$ cat src/rtl/audio_mix_pwm.sv
`default_nettype none
// ============================================================================
//  Module      : audio_mix_pwm
//  Description : Mixes the SVF taps and the dry voice, applies master volume,
//                saturates to 8 bits and drives a 1-bit PWM pad output.
//                Also generates the once-per-period sample_tick.
//                Define AUDIO_MIX_DSM_EN for a first-order delta-sigma output.
//  Revision    : 1.0 - initial release
// ============================================================================
module audio_mix_pwm #(
    parameter int PRESCALE = 1
) (
    input  logic       clk,
    input  logic       rst_n,
    input  logic       ena,
    input  logic [7:0] audio_dry,
    input  logic [7:0] audio_hp,
    input  logic [7:0] audio_bp,
    input  logic [7:0] audio_lp,
    input  logic [3:0] mode,
    input  logic [3:0] volume,
    output logic       sample_tick,
    output logic       pwm_out,
    output logic [7:0] duty
);

    localparam int              c_pw         = (PRESCALE > 1) ? $clog2(PRESCALE) : 1;
    localparam logic [c_pw-1:0] c_presc_last = c_pw'(PRESCALE - 1);

    logic [c_pw-1:0]   r_presc;
    logic [7:0]        r_cnt;
    logic [7:0]        r_duty;
    logic              r_pwm;
    logic              r_tick;

    logic              w_adv;
    logic              w_wrap;
    logic [7:0]        w_cnt_new;
    logic [7:0]        w_duty_new;
    logic [7:0]        w_duty_next;
    logic              w_pwm_next;

    logic signed [13:0] w_dry_x;
    logic signed [13:0] w_hp_x;
    logic signed [13:0] w_bp_x;
    logic signed [13:0] w_lp_x;
    logic signed [13:0] w_sum;
    logic signed [13:0] w_vol_x;
    logic signed [13:0] w_prod;
    logic signed [13:0] w_scaled;
    logic [7:0]         w_clamped;

    assign w_adv      = ena && (r_presc == c_presc_last);
    assign w_wrap     = w_adv && (r_cnt == 8'hFF);
    assign w_cnt_new  = r_cnt + 8'd1;
    assign w_duty_new = w_wrap ? w_duty_next : r_duty;

    // Sources are carried at product width; the sum itself never exceeds 10 bits.
    assign w_dry_x = mode[3] ? {{6{audio_dry[7]}}, audio_dry} : 14'sd0;
    assign w_hp_x  = mode[2] ? {{6{audio_hp[7]}},  audio_hp}  : 14'sd0;
    assign w_bp_x  = mode[1] ? {{6{audio_bp[7]}},  audio_bp}  : 14'sd0;
    assign w_lp_x  = mode[0] ? {{6{audio_lp[7]}},  audio_lp}  : 14'sd0;
    assign w_sum   = w_dry_x + w_hp_x + w_bp_x + w_lp_x;

    assign w_vol_x  = {10'd0, volume};
    assign w_prod   = w_sum * w_vol_x;
    assign w_scaled = w_prod >>> 4;

    always_comb begin
        w_clamped = w_scaled[7:0];
        if (w_scaled > 14'sd127) begin
            w_clamped = 8'h7F;
        end else if (w_scaled < -14'sd128) begin
            w_clamped = 8'h80;
        end
    end

    // Two's complement to offset binary: flip the sign bit.
    assign w_duty_next = {~w_clamped[7], w_clamped[6:0]};

`ifdef AUDIO_MIX_DSM_EN
    // The accumulator carry is registered directly as pwm_out, so only the
    // low eight accumulator bits need to be held here.
    logic [7:0] r_acc;
    logic [8:0] w_acc_next;

    assign w_acc_next = {1'b0, r_acc} + {1'b0, w_duty_new};
    assign w_pwm_next = w_acc_next[8];

    always_ff @(posedge clk or negedge rst_n) begin
        if (!rst_n) begin
            r_acc <= 8'd0;
        end else if (w_adv) begin
            r_acc <= w_acc_next[7:0];
        end
    end
`else
    assign w_pwm_next = (w_cnt_new < w_duty_new);
`endif

    always_ff @(posedge clk or negedge rst_n) begin
        if (!rst_n) begin
            r_presc <= '0;
            r_cnt   <= 8'd0;
            r_duty  <= 8'h80;
            r_pwm   <= 1'b0;
            r_tick  <= 1'b0;
        end else begin
            r_tick <= w_wrap;
            if (!ena) begin
                r_pwm <= 1'b0;
            end else if (w_adv) begin
                r_presc <= '0;
                r_cnt   <= w_cnt_new;
                r_pwm   <= w_pwm_next;
                if (w_wrap) begin
                    r_duty <= w_duty_next;
                end
            end else begin
                r_presc <= r_presc + c_pw'(1);
            end
        end
    end

    assign sample_tick = r_tick;
    assign pwm_out     = r_pwm;
    assign duty        = r_duty;

endmodule
`default_nettype wire

$ cat config.mk
export PLATFORM = sky130hd
export DESIGN_NAME = audio_mix_pwm
export DESIGN_NICKNAME = d
export VERILOG_FILES = /design/src/rtl/audio_mix_pwm.sv
export SDC_FILE = /design/constraint.sdc
export NUM_CORES = 1
export LEC_CHECK = 0
export ABC_CLOCK_PERIOD_IN_PS = 9200
export CAP_MARGIN = 5
export CORE_MARGIN = 2
export CORE_UTILIZATION = 40
export CTS_CLUSTER_SIZE = 28
export DETAILED_ROUTE_END_ITERATION = 12
export GPL_ROUTABILITY_DRIVEN = 0
export HOLD_SLACK_MARGIN = 0.12
export PLACE_DENSITY_LB_ADDON = 0.1
export SLEW_MARGIN = 15
export SYNTH_ARGS = -nofsm -noshare
export SYNTH_HDL_FRONTEND = slang
export SYNTH_SLANG_ARGS = --single-unit
$ cat constraint.sdc
create_clock -name clk -period 9.2 [get_ports clk]
set_clock_uncertainty 0.05 [all_clocks]
set_input_delay 2.76 -clock clk [delete_from_list [all_inputs] [get_ports clk]]
set_output_delay 2.76 -clock clk [all_outputs]
set_load 0.005 [all_outputs]
## Word level (Yosys, flattened, before mapping)

Index checks and enable logic that the tools add are counted.

- Multiply operators: 1
- Muxes and demuxes: 10
- $lt $le $gt $ge: 3
- Bitwise operators: 2
- Reductions and logical operators: 3
- Equality and inequality tests: 2
- Add/subtract/negate cells: 5

Operators with widths:

| kind | number |
|---|---|
| two-way mux 14 bit | 4 |
| adder 14 bit | 3 |
| two-way mux 8 bit | 3 |
| multiplier 14 x 5 -> 14 bit | 1 |
| > comparator 10 x 8 -> 1 bit, second input constant | 1 |
| < comparator 10 x 8 -> 1 bit, second input constant | 1 |
| adder 8 x 1 -> 8 bit, second input constant | 1 |
| equality test 8 bit, second input constant | 1 |
| < comparator 8 bit | 1 |
| two-way mux 1 bit | 3 |
| logical AND 1 bit | 2 |
| != test 2 x 1 -> 1 bit, second input constant | 1 |
| inverter 1 bit | 2 |
| AND reduction 2 bit | 1 |
| adder 1 bit, second input constant | 1 |

- Logic and storage cells: 31
- Register bits: 19

## Longest topological paths before layout

Gate-level depths: netlist of run 1.

- Depth after elaboration: 13
- Depth in mapped cells: 34

## Least setup slack after synthesis of run 1

Ideal clock, no wire load.

- Kind: input to register
- Start: input audio_dry[1]
- End: register r_pwm, in the netlist pwm_out
- Data arrival time: 9.623 ns
- Stages: 33
- Required time: 9.025 ns
- Slack: -0.598 ns
- Path through: and2_1 fa_1 fa_1 ha_1 fa_1 a211oi_1 o21bai_1 a21oi_1 xnor2_1 and2_1 ha_1 fa_1 inv_1 fa_1 inv_1 ha_1 and3_1 a22o_1 a311oi_1 o21bai_1 a21o_1 xnor2_4 a21boi_4 buf_6 a21o_1 ha_1 nand3_1 o22ai_1 nor3_1 o21ai_0 nor2_1 o2111ai_1 nand2_1

- Longest elaborated chain between the ends: 13

RTL lines:

| item | line | source |
|---|---|---|
| start: declaration | 16 | `input logic [7:0] audio_dry,` |
| two-way mux 14 bit * | 59 | `assign w_dry_x = mode[3] ? {{6{audio_dry[7]}}, audio_dry} : 14'sd0;` |
| adder 14 bit * (3 in a row) | 63 | `assign w_sum = w_dry_x + w_hp_x + w_bp_x + w_lp_x;` |
| multiplier 14 x 5 -> 14 bit * | 66 | `assign w_prod = w_sum * w_vol_x;` |
| < comparator 10 x 8 -> 1 bit | 73 | `end else if (w_scaled < -14'sd128) begin` |
| two-way mux 8 bit | 73 |  |
| two-way mux 8 bit * | 71 | `if (w_scaled > 14'sd127) begin` |
| inverter 1 bit | 79 | `assign w_duty_next = {~w_clamped[7], w_clamped[6:0]};` |
| two-way mux 8 bit * | -- |  |
| < comparator 8 bit * | 98 | `assign w_pwm_next = (w_cnt_new < w_duty_new);` |
| two-way mux 1 bit * | 112 | `end else if (w_adv) begin` |
| two-way mux 1 bit * | 110 | `if (!ena) begin` |
| end signal: assignment | 115 | `r_pwm <= w_pwm_next;` |
| end: declaration | 33 | `logic r_pwm;` |

Every way passes the cells marked *; elsewhere a longest branch is shown, timed or not. The select of a mux whose other input is x is not followed.
A chain may end at the register's enable or synchronous reset.

## Worst setup path in the final report of run 1

- Start: input mode[1]
- End: register r_pwm, in the netlist pwm_out

- Longest elaborated chain between the ends: 12

RTL lines:

| item | line | source |
|---|---|---|
| start: declaration | 20 | `input logic [3:0] mode,` |
| two-way mux 14 bit * | 61 | `assign w_bp_x = mode[1] ? {{6{audio_bp[7]}}, audio_bp} : 14'sd0;` |
| adder 14 bit * (2 in a row) | 63 |  |
| multiplier 14 x 5 -> 14 bit * | 66 |  |
| < comparator 10 x 8 -> 1 bit | 73 |  |
| two-way mux 8 bit | 73 |  |
| two-way mux 8 bit * | 71 |  |
| inverter 1 bit | 79 |  |
| two-way mux 8 bit * | -- |  |
| < comparator 8 bit * | 98 |  |
| two-way mux 1 bit * | 112 |  |
| two-way mux 1 bit * | 110 |  |

Marks and branches as above.

==> results of run 1 <==
## worst paths after layout
path                            depth (start not counted)                  from               endpoint
worst min-delay path                                    1  r_cnt[7]$_DFFE_PN0P_   r_cnt[7]$_DFFE_PN0P_
max in group asynchronous                               1                 rst_n   r_cnt[2]$_DFFE_PN0P_
worst max-delay path                                   34               mode[1]    pwm_out$_DFFE_PN0P_
min in group asynchronous                               1                 rst_n  sample_tick$_DFF_PN0_
worst min register to register                          1  r_cnt[7]$_DFFE_PN0P_   r_cnt[7]$_DFFE_PN0P_
worst max register to register                         15  r_cnt[0]$_DFFE_PN0P_    pwm_out$_DFFE_PN0P_
## cells in the final DEF (no fill, tap or decap), types with 5 or more instances in the layout
cell	Yosys	routed
inv_2	1	8
xnor2_1	16	11
a21o_1	10	10
nand2b_1	6	5
a21oi_1	21	12
inv_1	62	55
dfrtp_1	18	18
nor2_1	26	25
xor2_1	12	10
xnor2_2	1	6
nor2b_1	6	6
buf_4	0	75
and2_4	0	22
and2_1	55	33
dlygate4sd2_1	0	9
clkdlybuf4s50_1	0	34
buf_6	1	7
nand2_1	27	23
fa_1	36	33
ha_1	41	22
ha_4	0	16
a21oi_2	0	7
o21ai_1	2	6
nor3_1	6	5
## report_power, final
group / internal, W / total [W] / switching (W)
clock: 0.0000309 / 0.0000602 / 0.0000294
combinational: 0.00106 / 0.00203 / 0.000972
sequential: 0.000112 / 0.000140 / 0.0000275
total: 0.00120 / 0.00223 / 0.00103
## layer usage
metal	track usage, %	up-vias	part of all wire [%]
met5	0	-	0
met2	31.6	51	49
met1	24.8	1443	48
met3	1.93	8	2.4
li1	-	1586	-
met4	0.948	0	0.75
## state kept, by name, indices dropped and copies added, names as in the netlist
name         flops
duty             8
pwm_out          1
r_cnt            8
r_presc          1
sample_tick      1
## stage by stage
step,instances,TNS [ps],util [%],cell area (um^2)
after CTS,643,-370,58.2,5050
after global placement,628,-1800,54.6,4740
final,649,-467,61.1,5300
after floorplan,412,-124,-,3640
after detailed placement,628,-2230,54.6,4740
after global routing,649,-709,61.1,5300
## cell type report
| type | instances | share of cell area, % |
|---|---|---|
| inverter | 63 | 4.46 |
| timing repair buffer | 132 | 21.2 |
| tap | 108 | 2.55 |
| multi-input combinational | 323 | 61.9 |
| clock buffer | 4 | 0.849 |
| sequential | 19 | 8.99 |
## cells by family (layout without fill, tap and decap cells)
group                    after synthesis  after routing
flip-flops                            19             19
AO/OA/AOI/OAI                         71             71
multiplexers                           2              2
adder cells (fa/ha/maj)               77             77
AND/OR/NAND/NOR                      142            142
XOR/XNOR                              31             31
buffers and inverters                 70            199
## timing repair
item	CTS	global route
hold endpoints to repair	0	0
setup endpoints to repair	1	1
hold buffers	0	0
gates cloned	0	0
resized for setup	88	44
pin swaps	60	67
setup buffers	11	6
## synth_stat cells, types with 2 or more instances
| cell type | n |
|---|---|
| nand4_1 | 2 |
| ha_1 | 41 |
| o21ai_1 | 2 |
| o21bai_1 | 4 |
| a21oi_1 | 21 |
| o211ai_1 | 4 |
| or2_2 | 3 |
| inv_1 | 62 |
| o21ai_0 | 10 |
| a21o_1 | 10 |
| mux2_2 | 2 |
| nand2_1 | 27 |
| xnor2_1 | 16 |
| and3_1 | 2 |
| dfrtp_1 | 18 |
| nor3_1 | 6 |
| nor2_1 | 26 |
| a31oi_1 | 2 |
| xor2_1 | 12 |
| nand3_1 | 5 |
| o2111ai_1 | 2 |
| fa_1 | 36 |
| o22ai_1 | 2 |
| a211oi_1 | 2 |
| and2_1 | 55 |
| o21a_1 | 3 |
| clkbuf_1 | 5 |
| nand2b_1 | 6 |
| nor2b_1 | 6 |
## critical path: cells and delay by family
family / cells / cell delay (ps)
and+or+nand+nor: 6 / 820
buffers and inverters: 5 / 470
xor gates and xnor gates: 2 / 360
adders and majority gates: 8 / 2980
AOI/OAI and AO/OA: 13 / 2440
==> flow_metrics.py, run 1 <==
metrics = {
    "routing": {
        "wl_per_cell_um": 12.8,
        "route.detailed.drc": 0,
        "vias": 3088,
        "drt_iter0_drc": 83,
        "drt-total-wl_um": 8310,
        "first_pass_iters": 4,
        "vias_per_cell": 4.76,
        "postRouteAntennaNets": 0,
    },
    "yosys": {
        "synthMuxAreaShare_pct": 0.635,
        "synth.top_cell.area_share_pct": 20.3,
        "synth-edff-count": 0,
        "synth_area_leader_cell": "fa_1",
        "syn-instance-count": 412,
        "avgSynthCellArea_um2": 8.61,
        "synth_area_leaders": "fa_1 20%, ha_1 14%, dfrtp_1 13%",
        "synth_compound_area_share_pct": 13.6,
        "async_reset_ff_share_pct": 100,
        "synth-seq-area-share_pct": 13.4,
        "yosys.area_share.simple_pct": 21.2,
        "synth_top_family_by_area": "adder cells",
        "synthesis.area_um2": 3550,
        "ys_types": 49,
        "ys_seq_elements": 19,
        "synthAdderAreaFrac_pct": 34.8,
        "yosysWarnings": 0,
        "synth_nets": 532,
        "synth_xor_area_share_pct": 8.78,
        "synth_ff_type": "dfrtp_1",
    },
    "cells_and_area": {
        "multi_input_area_um2": 3280,
        "syn_to_final_growth_pct": 49.5,
        "finalNetCount": 662,
        "antennaDiodeCount": 0,
        "drive_gt1_share_pct": 35.3,
        "fillCellCount": 769,
        "seq_area_um2": 477,
    },
    "die": {
        "core-area_um2": 8680,
        "initial_core_util_pct": 40.9,
        "die_width_um": 98.2,
        "fp-row-count": 34,
        "num_io_pins": 53,
        "die_h_um": 98.2,
        "die_area_um2": 9640,
    },
    "power": {
        "ir_worst_vdd_v": 0.000318,
        "p_leak_nw": 2.53,
        "power_w": 0.00223,
        "powerDensity_nw_per_um2": 421,
    },
    "worst_setup_path": {
        "required_ps": 9350,
        "path_common_cell": "fa_1",
        "r2r_slack_ps": 5640,
        "crit_path_start_kind": "primary input",
        "worstSetupPathType": "primary input to register",
        "path_max_fanout": 5,
        "crit_path_top_delay_cell": "fa_1",
        "cp-end-kind": "register",
        "arrival_ps": 9820,
        "cpPeakStageDelay_ps": 550,
    },
    "placed_design": {
        "hpwl_um": 6710,
        "post-place-ws_ps": -1200,
        "port_buffers": 52,
    },
    "sta": {
        "timing.hold.ws_ps": 459,
        "drv_slew": 0,
        "setup_violations": 1,
        "timing.final.ws_setup_ps": -467,
        "max_slew_margin_pct": 40.9,
        "finalHoldViolCount": 0,
        "final.period_utilization_pct": 105,
        "fmax_ghz": 0.103,
        "fin_crit_ps": 9670,
        "rsz0062_at_grt": "true",
        "tightest_slew_ps": 884,
    },
    "grt": {
        "grtUsageTotal_pct": 17.8,
        "grt_pass1_vias": 3300,
        "grt_pass1_wl_um": 14500,
        "grt_max_degree": 20,
        "grt_antenna_before_repair": 0,
        "grt_overflow": 0,
    },
    "clock_tree": {
        "cts_max_path_buffers": 2,
        "h-tree-depth": 1,
        "clkSlewWorstSetupHoldPaths_ps": 80,
        "ctsRootBufferMaster": "clkbuf_8",
        "clkSinkCount": 19,
        "clk_latency_ps": 260,
        "cts_inserted_buffers": 3,
        "cts_tree": "built",
    },
    "run_status": {
        "violations": "setup timing",
        "status": "finished, violations left",
    },
    "run": {
        "drv_cap": 0,
    },
    "hold_path": {
        "holdCritPathClass": "register to register",
    },
}
No activity file was read; power rests on OpenSTA's default activity.
==> run 2: changes to the inputs <==
--- a/config.mk
+++ b/config.mk
@@ -5,8 +5,8 @@
 export SDC_FILE = /design/constraint.sdc
 export NUM_CORES = 1
 export LEC_CHECK = 0
-export ABC_CLOCK_PERIOD_IN_PS = 9200
-export CAP_MARGIN = 5
+export ABC_CLOCK_PERIOD_IN_PS = 11050
+export CAP_MARGIN = 20
 export CORE_MARGIN = 2
 export CORE_UTILIZATION = 40
 export CTS_CLUSTER_SIZE = 28
@@ -14,6 +14,7 @@
 export GPL_ROUTABILITY_DRIVEN = 0
 export HOLD_SLACK_MARGIN = 0.12
 export PLACE_DENSITY_LB_ADDON = 0.1
+export SKIP_CTS_REPAIR_TIMING = 1
 export SLEW_MARGIN = 15
 export SYNTH_ARGS = -nofsm -noshare
 export SYNTH_HDL_FRONTEND = slang
==> constraint.sdc (replaced) <==
create_clock -name clk -period 11.05 [get_ports clk]
set_clock_uncertainty 0.05 [all_clocks]
set_input_delay 3.315 -clock clk [delete_from_list [all_inputs] [get_ports clk]]
set_output_delay 3.315 -clock clk [all_outputs]
set_load 0.005 [all_outputs]
==> flow_metrics.py, run 2 (synthesis gave the netlist of run 1 again) <==
metrics = {
    "routing": {
        "route.detailed.drc": 0,
        "vias_per_cell": 4.85,
        "postRouteAntennaNets": 0,
        "drt_iter0_drc": 74,
        "drt-total-wl_um": 7370,
        "first_pass_iters": 4,
        "vias": 2887,
        "wl_per_cell_um": 12.4,
    },
    "placed_design": {
        "hpwl_um": 6450,
        "port_buffers": 52,
        "dpl.cell_count": 588,
    },
    "cells_and_area": {
        "stdcell_count": 595,
        "final_common_cell": "inv_1",
        "syn_to_final_growth_pct": 27.0,
        "final_cell_mix": "62 x inv_1, 55 x and2_1, 49 x clkdlybuf4s50_1, 39 x ha_1, 35 x fa_1",
        "drive_gt1_share_pct": 11.9,
        "finish.utilization_pct": 51.9,
        "finalNetCount": 608,
        "antennaDiodeCount": 0,
        "fillCellCount": 859,
    },
    "power": {
        "ir_worst_vdd_v": 0.000197,
        "seqPwrFrac_pct": 7.8,
        "powerDensity_nw_per_um2": 331,
        "p_int_w": 0.000744,
        "p_leak_nw": 2.19,
        "p_clk_share_pct": 3.3,
        "power_w": 0.00149,
        "p_switching_w": 0.000747,
        "switching_share_pct": 50.1,
        "comb_power_share_pct": 88.9,
    },
    "die": {
        "fp-row-count": 34,
        "initial_core_util_pct": 40.9,
        "die_h_um": 98.2,
        "num_io_pins": 53,
        "die_width_um": 98.2,
        "die_area_um2": 9640,
        "core-area_um2": 8680,
    },
    "sta": {
        "fmax_ghz": 0.0942,
        "final.period_utilization_pct": 96.0,
        "setup_violations": 0,
        "finalHoldViolCount": 0,
        "max_slew_margin_pct": 42.9,
        "tightest_slew_ps": 853,
        "drv_slew": 0,
        "timing.hold.ws_ps": 461,
        "fin_crit_ps": 10610,
        "fin_setup_tns_ps": 0,
    },
    "run": {
        "drv_cap": 0,
    },
    "grt": {
        "grtUsageTotal_pct": 16.1,
        "grt_pass1_vias": 2982,
        "grt_antenna_before_repair": 0,
        "grt_overflow": 0,
        "grt_max_degree": 20,
        "grt_pass1_wl_um": 13200,
    },
    "worst_setup_path": {
        "rr_startpoint": "r_cnt[0]$_DFFE_PN0P_",
        "required_ps": 11200,
        "path_common_cell": "fa_1",
        "arrival_ps": 10760,
        "crit_path_start_kind": "primary input",
        "r2r_slack_ps": 7550,
        "r2r-end": "pwm_out$_DFFE_PN0P_",
        "cpPeakStageDelay_ps": 540,
        "worst_r2r_path_depth": 15,
        "crit_path_top_delay_cell": "fa_1",
        "worstSetupPathType": "primary input to register",
        "path_max_fanout": 5,
        "cp-end-kind": "register",
    },
    "clock_tree": {
        "cts_inserted_buffers": 3,
        "cts_max_path_buffers": 2,
        "clkSlewWorstSetupHoldPaths_ps": 70,
        "ctsRootBufferMaster": "clkbuf_8",
        "clk_latency_ps": 260,
        "h-tree-depth": 1,
        "cts_tree": "built",
        "clkSinkCount": 19,
    },
    "hold_path": {
        "holdPathStages": 1,
        "whs_endpoint": "r_cnt[7]$_DFFE_PN0P_",
        "hp-start": "r_cnt[7]$_DFFE_PN0P_",
        "holdCritPathClass": "register to register",
    },
    "run_status": {
        "status": "complete, no violations",
    },
}
[run 2: changes by cell type in the layout (fill, tap and decap cells not counted), sizes merged]
| cell | change |
|---|---|
| buf | -61 |
| clkbuf | -1 |
| clkdlybuf4s15 | -2 |
| clkdlybuf4s50 | +15 |
| dlygate4sd2 | -9 |
| dlymetal6s2s | +3 |
| xnor2 | +1 |
[run 2: worst max-delay path by stage]
stage / from / slack (ps) / cells after the start / endpoint
3_5_place_dp: mode[3] / -180 / 33 / pwm_out$_DFFE_PN0P_
4_1_cts: mode[3] / 90 / 33 / pwm_out$_DFFE_PN0P_
6_report: audio_bp[1] / 440 / 34 / pwm_out$_DFFE_PN0P_
3_3_place_gp: mode[3] / 10 / 33 / pwm_out$_DFFE_PN0P_
5_1_grt: audio_bp[1] / -3 / 34 / pwm_out$_DFFE_PN0P_
2_1_floorplan: audio_dry[1] / 700 / 33 / pwm_out$_DFFE_PN0P_
[run 2: power by group through the flow]
| stage | clock [W] | sequential [W] | combinational [W] |
|---|---|---|---|
| finish | 0.0000491 | 0.000116 | 0.00133 |
| global route | 0.0000534 | 0.000121 | 0.00152 |
| CTS | 0.0000500 | 0.000116 | 0.00121 |
| detailed placement | 0 | 0.000118 | 0.00120 |
| global placement | 0 | 0.000117 | 0.00119 |
| floorplan | 0 | 0.000114 | 0.000830 |
[run 2: area by class of cell]
| class | count | area [um^2] | share of cell area, % |
|---|---|---|---|
| inverters | 63 | 236 | 5.25 |
| clock buffers | 4 | 45.0 | 1.00 |
| repair buffers | 77 | 716 | 15.9 |
| flip-flops and latches | 19 | 477 | 10.6 |
| multi-input cells | 324 | 2900 | 64.3 |
| well taps | 108 | 135 | 3.00 |
[run 2: routing by layer]
layer | track usage (%) | routed length (um) | up-vias
met1 | 22.7 | 3630 | 1357
met3 | 2.65 | 235 | 5
li1 | - | - | 1482
met4 | 1.58 | 25 | 0
met5 | 0 | 0 | -
met2 | 27.3 | 3480 | 43
[run 2: worst max-delay path, delay by kind of cell]
family / cells / cell delay, ps
adder cells (fa/ha/maj): 9 / 3430
AO/OA/AOI/OAI: 9 / 1440
AND/OR/NAND/NOR: 7 / 1080
buffers and inverters: 6 / 850
XOR/XNOR: 2 / 450
multiplexers: 1 / 180
[run 2: per-stage QoR]
stage	area, um^2	setup slack (ps)
detailed placement	4340	-180
CTS	4390	88.5
floorplan	3550	697
global placement	4340	13.8
finish	4510	439
global route	4510	-2.70
==> run 3: changes to the inputs <==
--- a/config.mk
+++ b/config.mk
@@ -8,12 +8,12 @@
 export ABC_CLOCK_PERIOD_IN_PS = 11050
 export CAP_MARGIN = 20
 export CORE_MARGIN = 2
-export CORE_UTILIZATION = 40
+export CORE_UTILIZATION = 50
 export CTS_CLUSTER_SIZE = 28
 export DETAILED_ROUTE_END_ITERATION = 12
 export GPL_ROUTABILITY_DRIVEN = 0
 export HOLD_SLACK_MARGIN = 0.12
-export PLACE_DENSITY_LB_ADDON = 0.1
+export PLACE_DENSITY = 0.79
 export SKIP_CTS_REPAIR_TIMING = 1
 export SLEW_MARGIN = 15
 export SYNTH_ARGS = -nofsm -noshare
==> constraint.sdc (replaced) <==
create_clock -name clk -period 11.05 [get_ports clk]
set_clock_uncertainty 0.05 [all_clocks]
set_input_delay 3.315 -clock clk [delete_from_list [all_inputs] [get_ports clk]]
set_output_delay 3.315 -clock clk [all_outputs]
set_load 0.05 [all_outputs]
==> flow_metrics.py, run 3 (synthesis gave the netlist of run 1 again) <==
metrics = {
    "worst_setup_path": {
        "cpPeakStageDelay_ps": 540,
        "crit_path_start_kind": "primary input",
        "rr_startpoint": "r_cnt[0]$_DFFE_PN0P_",
        "worst_r2r_path_depth": 15,
        "critPathBufInv": 5,
        "path_delay_family": "adder cells",
        "path_common_cell": "fa_1",
        "path_max_fanout": 6,
        "crit_path_top_delay_cell": "fa_1",
        "arrival_ps": 10760,
        "required_ps": 11190,
        "cp-end-kind": "register",
        "r2r_slack_ps": 7540,
        "r2r-end": "pwm_out$_DFFE_PN0P_",
        "worstSetupPathType": "primary input to register",
    },
    "routing": {
        "wl_per_cell_um": 12.8,
        "route.detailed.drc": 0,
        "vias_per_cell": 5.11,
        "first_pass_iters": 4,
        "vias": 2927,
        "postRouteAntennaNets": 0,
        "drt-total-wl_um": 7330,
        "drt_iter0_drc": 59,
    },
    "sta": {
        "fin_crit_ps": 10610,
        "rsz0062_at_grt": "false",
        "drv_slew": 0,
        "fin_setup_tns_ps": 0,
        "finalHoldViolCount": 0,
        "setup_violations": 0,
        "timing.hold.ws_ps": 464,
        "tightest_slew_ps": 812,
        "fmax_ghz": 0.0942,
        "max_slew_margin_pct": 45.7,
        "final.period_utilization_pct": 96.0,
    },
    "grt": {
        "grt_overflow": 0,
        "grt_pass1_wl_um": 12100,
        "grtUsageTotal_pct": 19.2,
        "grt_max_degree": 20,
        "grt_antenna_before_repair": 0,
        "grt_pass1_vias": 2982,
    },
    "clock_tree": {
        "cts_tree": "built",
        "clkSlewWorstSetupHoldPaths_ps": 70,
        "clkSinkCount": 19,
        "h-tree-depth": 1,
        "cts_max_path_buffers": 2,
        "cts_inserted_buffers": 3,
        "ctsRootBufferMaster": "clkbuf_8",
        "clk_latency_ps": 260,
    },
    "die": {
        "core-area_um2": 6830,
        "die_width_um": 88.2,
        "die_h_um": 88.2,
        "num_io_pins": 53,
        "initial_core_util_pct": 51.9,
        "die_area_um2": 7780,
        "fp-row-count": 30,
    },
    "cells_and_area": {
        "final_cell_mix": "62 x inv_1, 55 x and2_1, 49 x clkdlybuf4s50_1, 37 x ha_1, 35 x fa_1",
        "final_common_cell": "inv_1",
        "syn_to_final_growth_pct": 25.6,
        "drive_gt1_share_pct": 11.3,
        "stdcell_count": 573,
        "fillCellCount": 594,
        "finalNetCount": 598,
        "antennaDiodeCount": 0,
    },
    "run": {
        "drv_cap": 0,
    },
    "hold_path": {
        "whs_endpoint": "r_cnt[7]$_DFFE_PN0P_",
        "holdCritPathClass": "register to register",
        "hp-start": "r_cnt[7]$_DFFE_PN0P_",
        "holdPathStages": 1,
    },
    "run_status": {
        "status": "complete, no violations",
    },
    "placed_design": {
        "dpl.cell_count": 567,
        "hpwl_um": 6180,
        "port_buffers": 52,
    },
}
[run 3: stage by stage]
stage	utilization, %	cell area [um^2]	setup slack [ps]
2_1_floorplan	-	3550	697
3_3_place_gp	62.3	4260	34.2
3_5_place_dp	62.3	4260	-223
4_1_cts	63.0	4300	23.4
5_1_grt	65.2	4460	14.5
6_report	65.2	4460	438
[run 3: final cells by class]
cell class                 count  area, um^2  area share, %
tap                           96         120           2.70
timing repair buffer          67         641           14.4
multi-input combinational    324        2940           65.9
clock buffer                   4        45.0           1.01
inverter                      63         236           5.31
sequential                    19         477           10.7
[run 3: worst max-delay path by stage]
stage                             from  cells after the start                  end  slack (ps)
after floorplan           audio_dry[1]                     33  pwm_out$_DFFE_PN0P_         700
after global placement         mode[3]                     35  pwm_out$_DFFE_PN0P_          30
after detailed placement       mode[3]                     33  pwm_out$_DFFE_PN0P_        -220
after CTS                      mode[3]                     33  pwm_out$_DFFE_PN0P_          20
after global routing       audio_hp[1]                     32  pwm_out$_DFFE_PN0P_          10
final                      audio_hp[1]                     34  pwm_out$_DFFE_PN0P_         440
[run 3: routing by layer]
layer	vias to the layer above	global-route usage, %	part of all wire (%)
li1	1468	-	-
met1	1390	20.8	40
met2	59	39.4	55
met3	10	1.96	3.3
met4	0	4.41	1.7
met5	-	0	0
Power of run 3 is left out: the tool's default activity adds up to more than one toggle a clock period on the data nets, which glitch-free logic cannot reach.
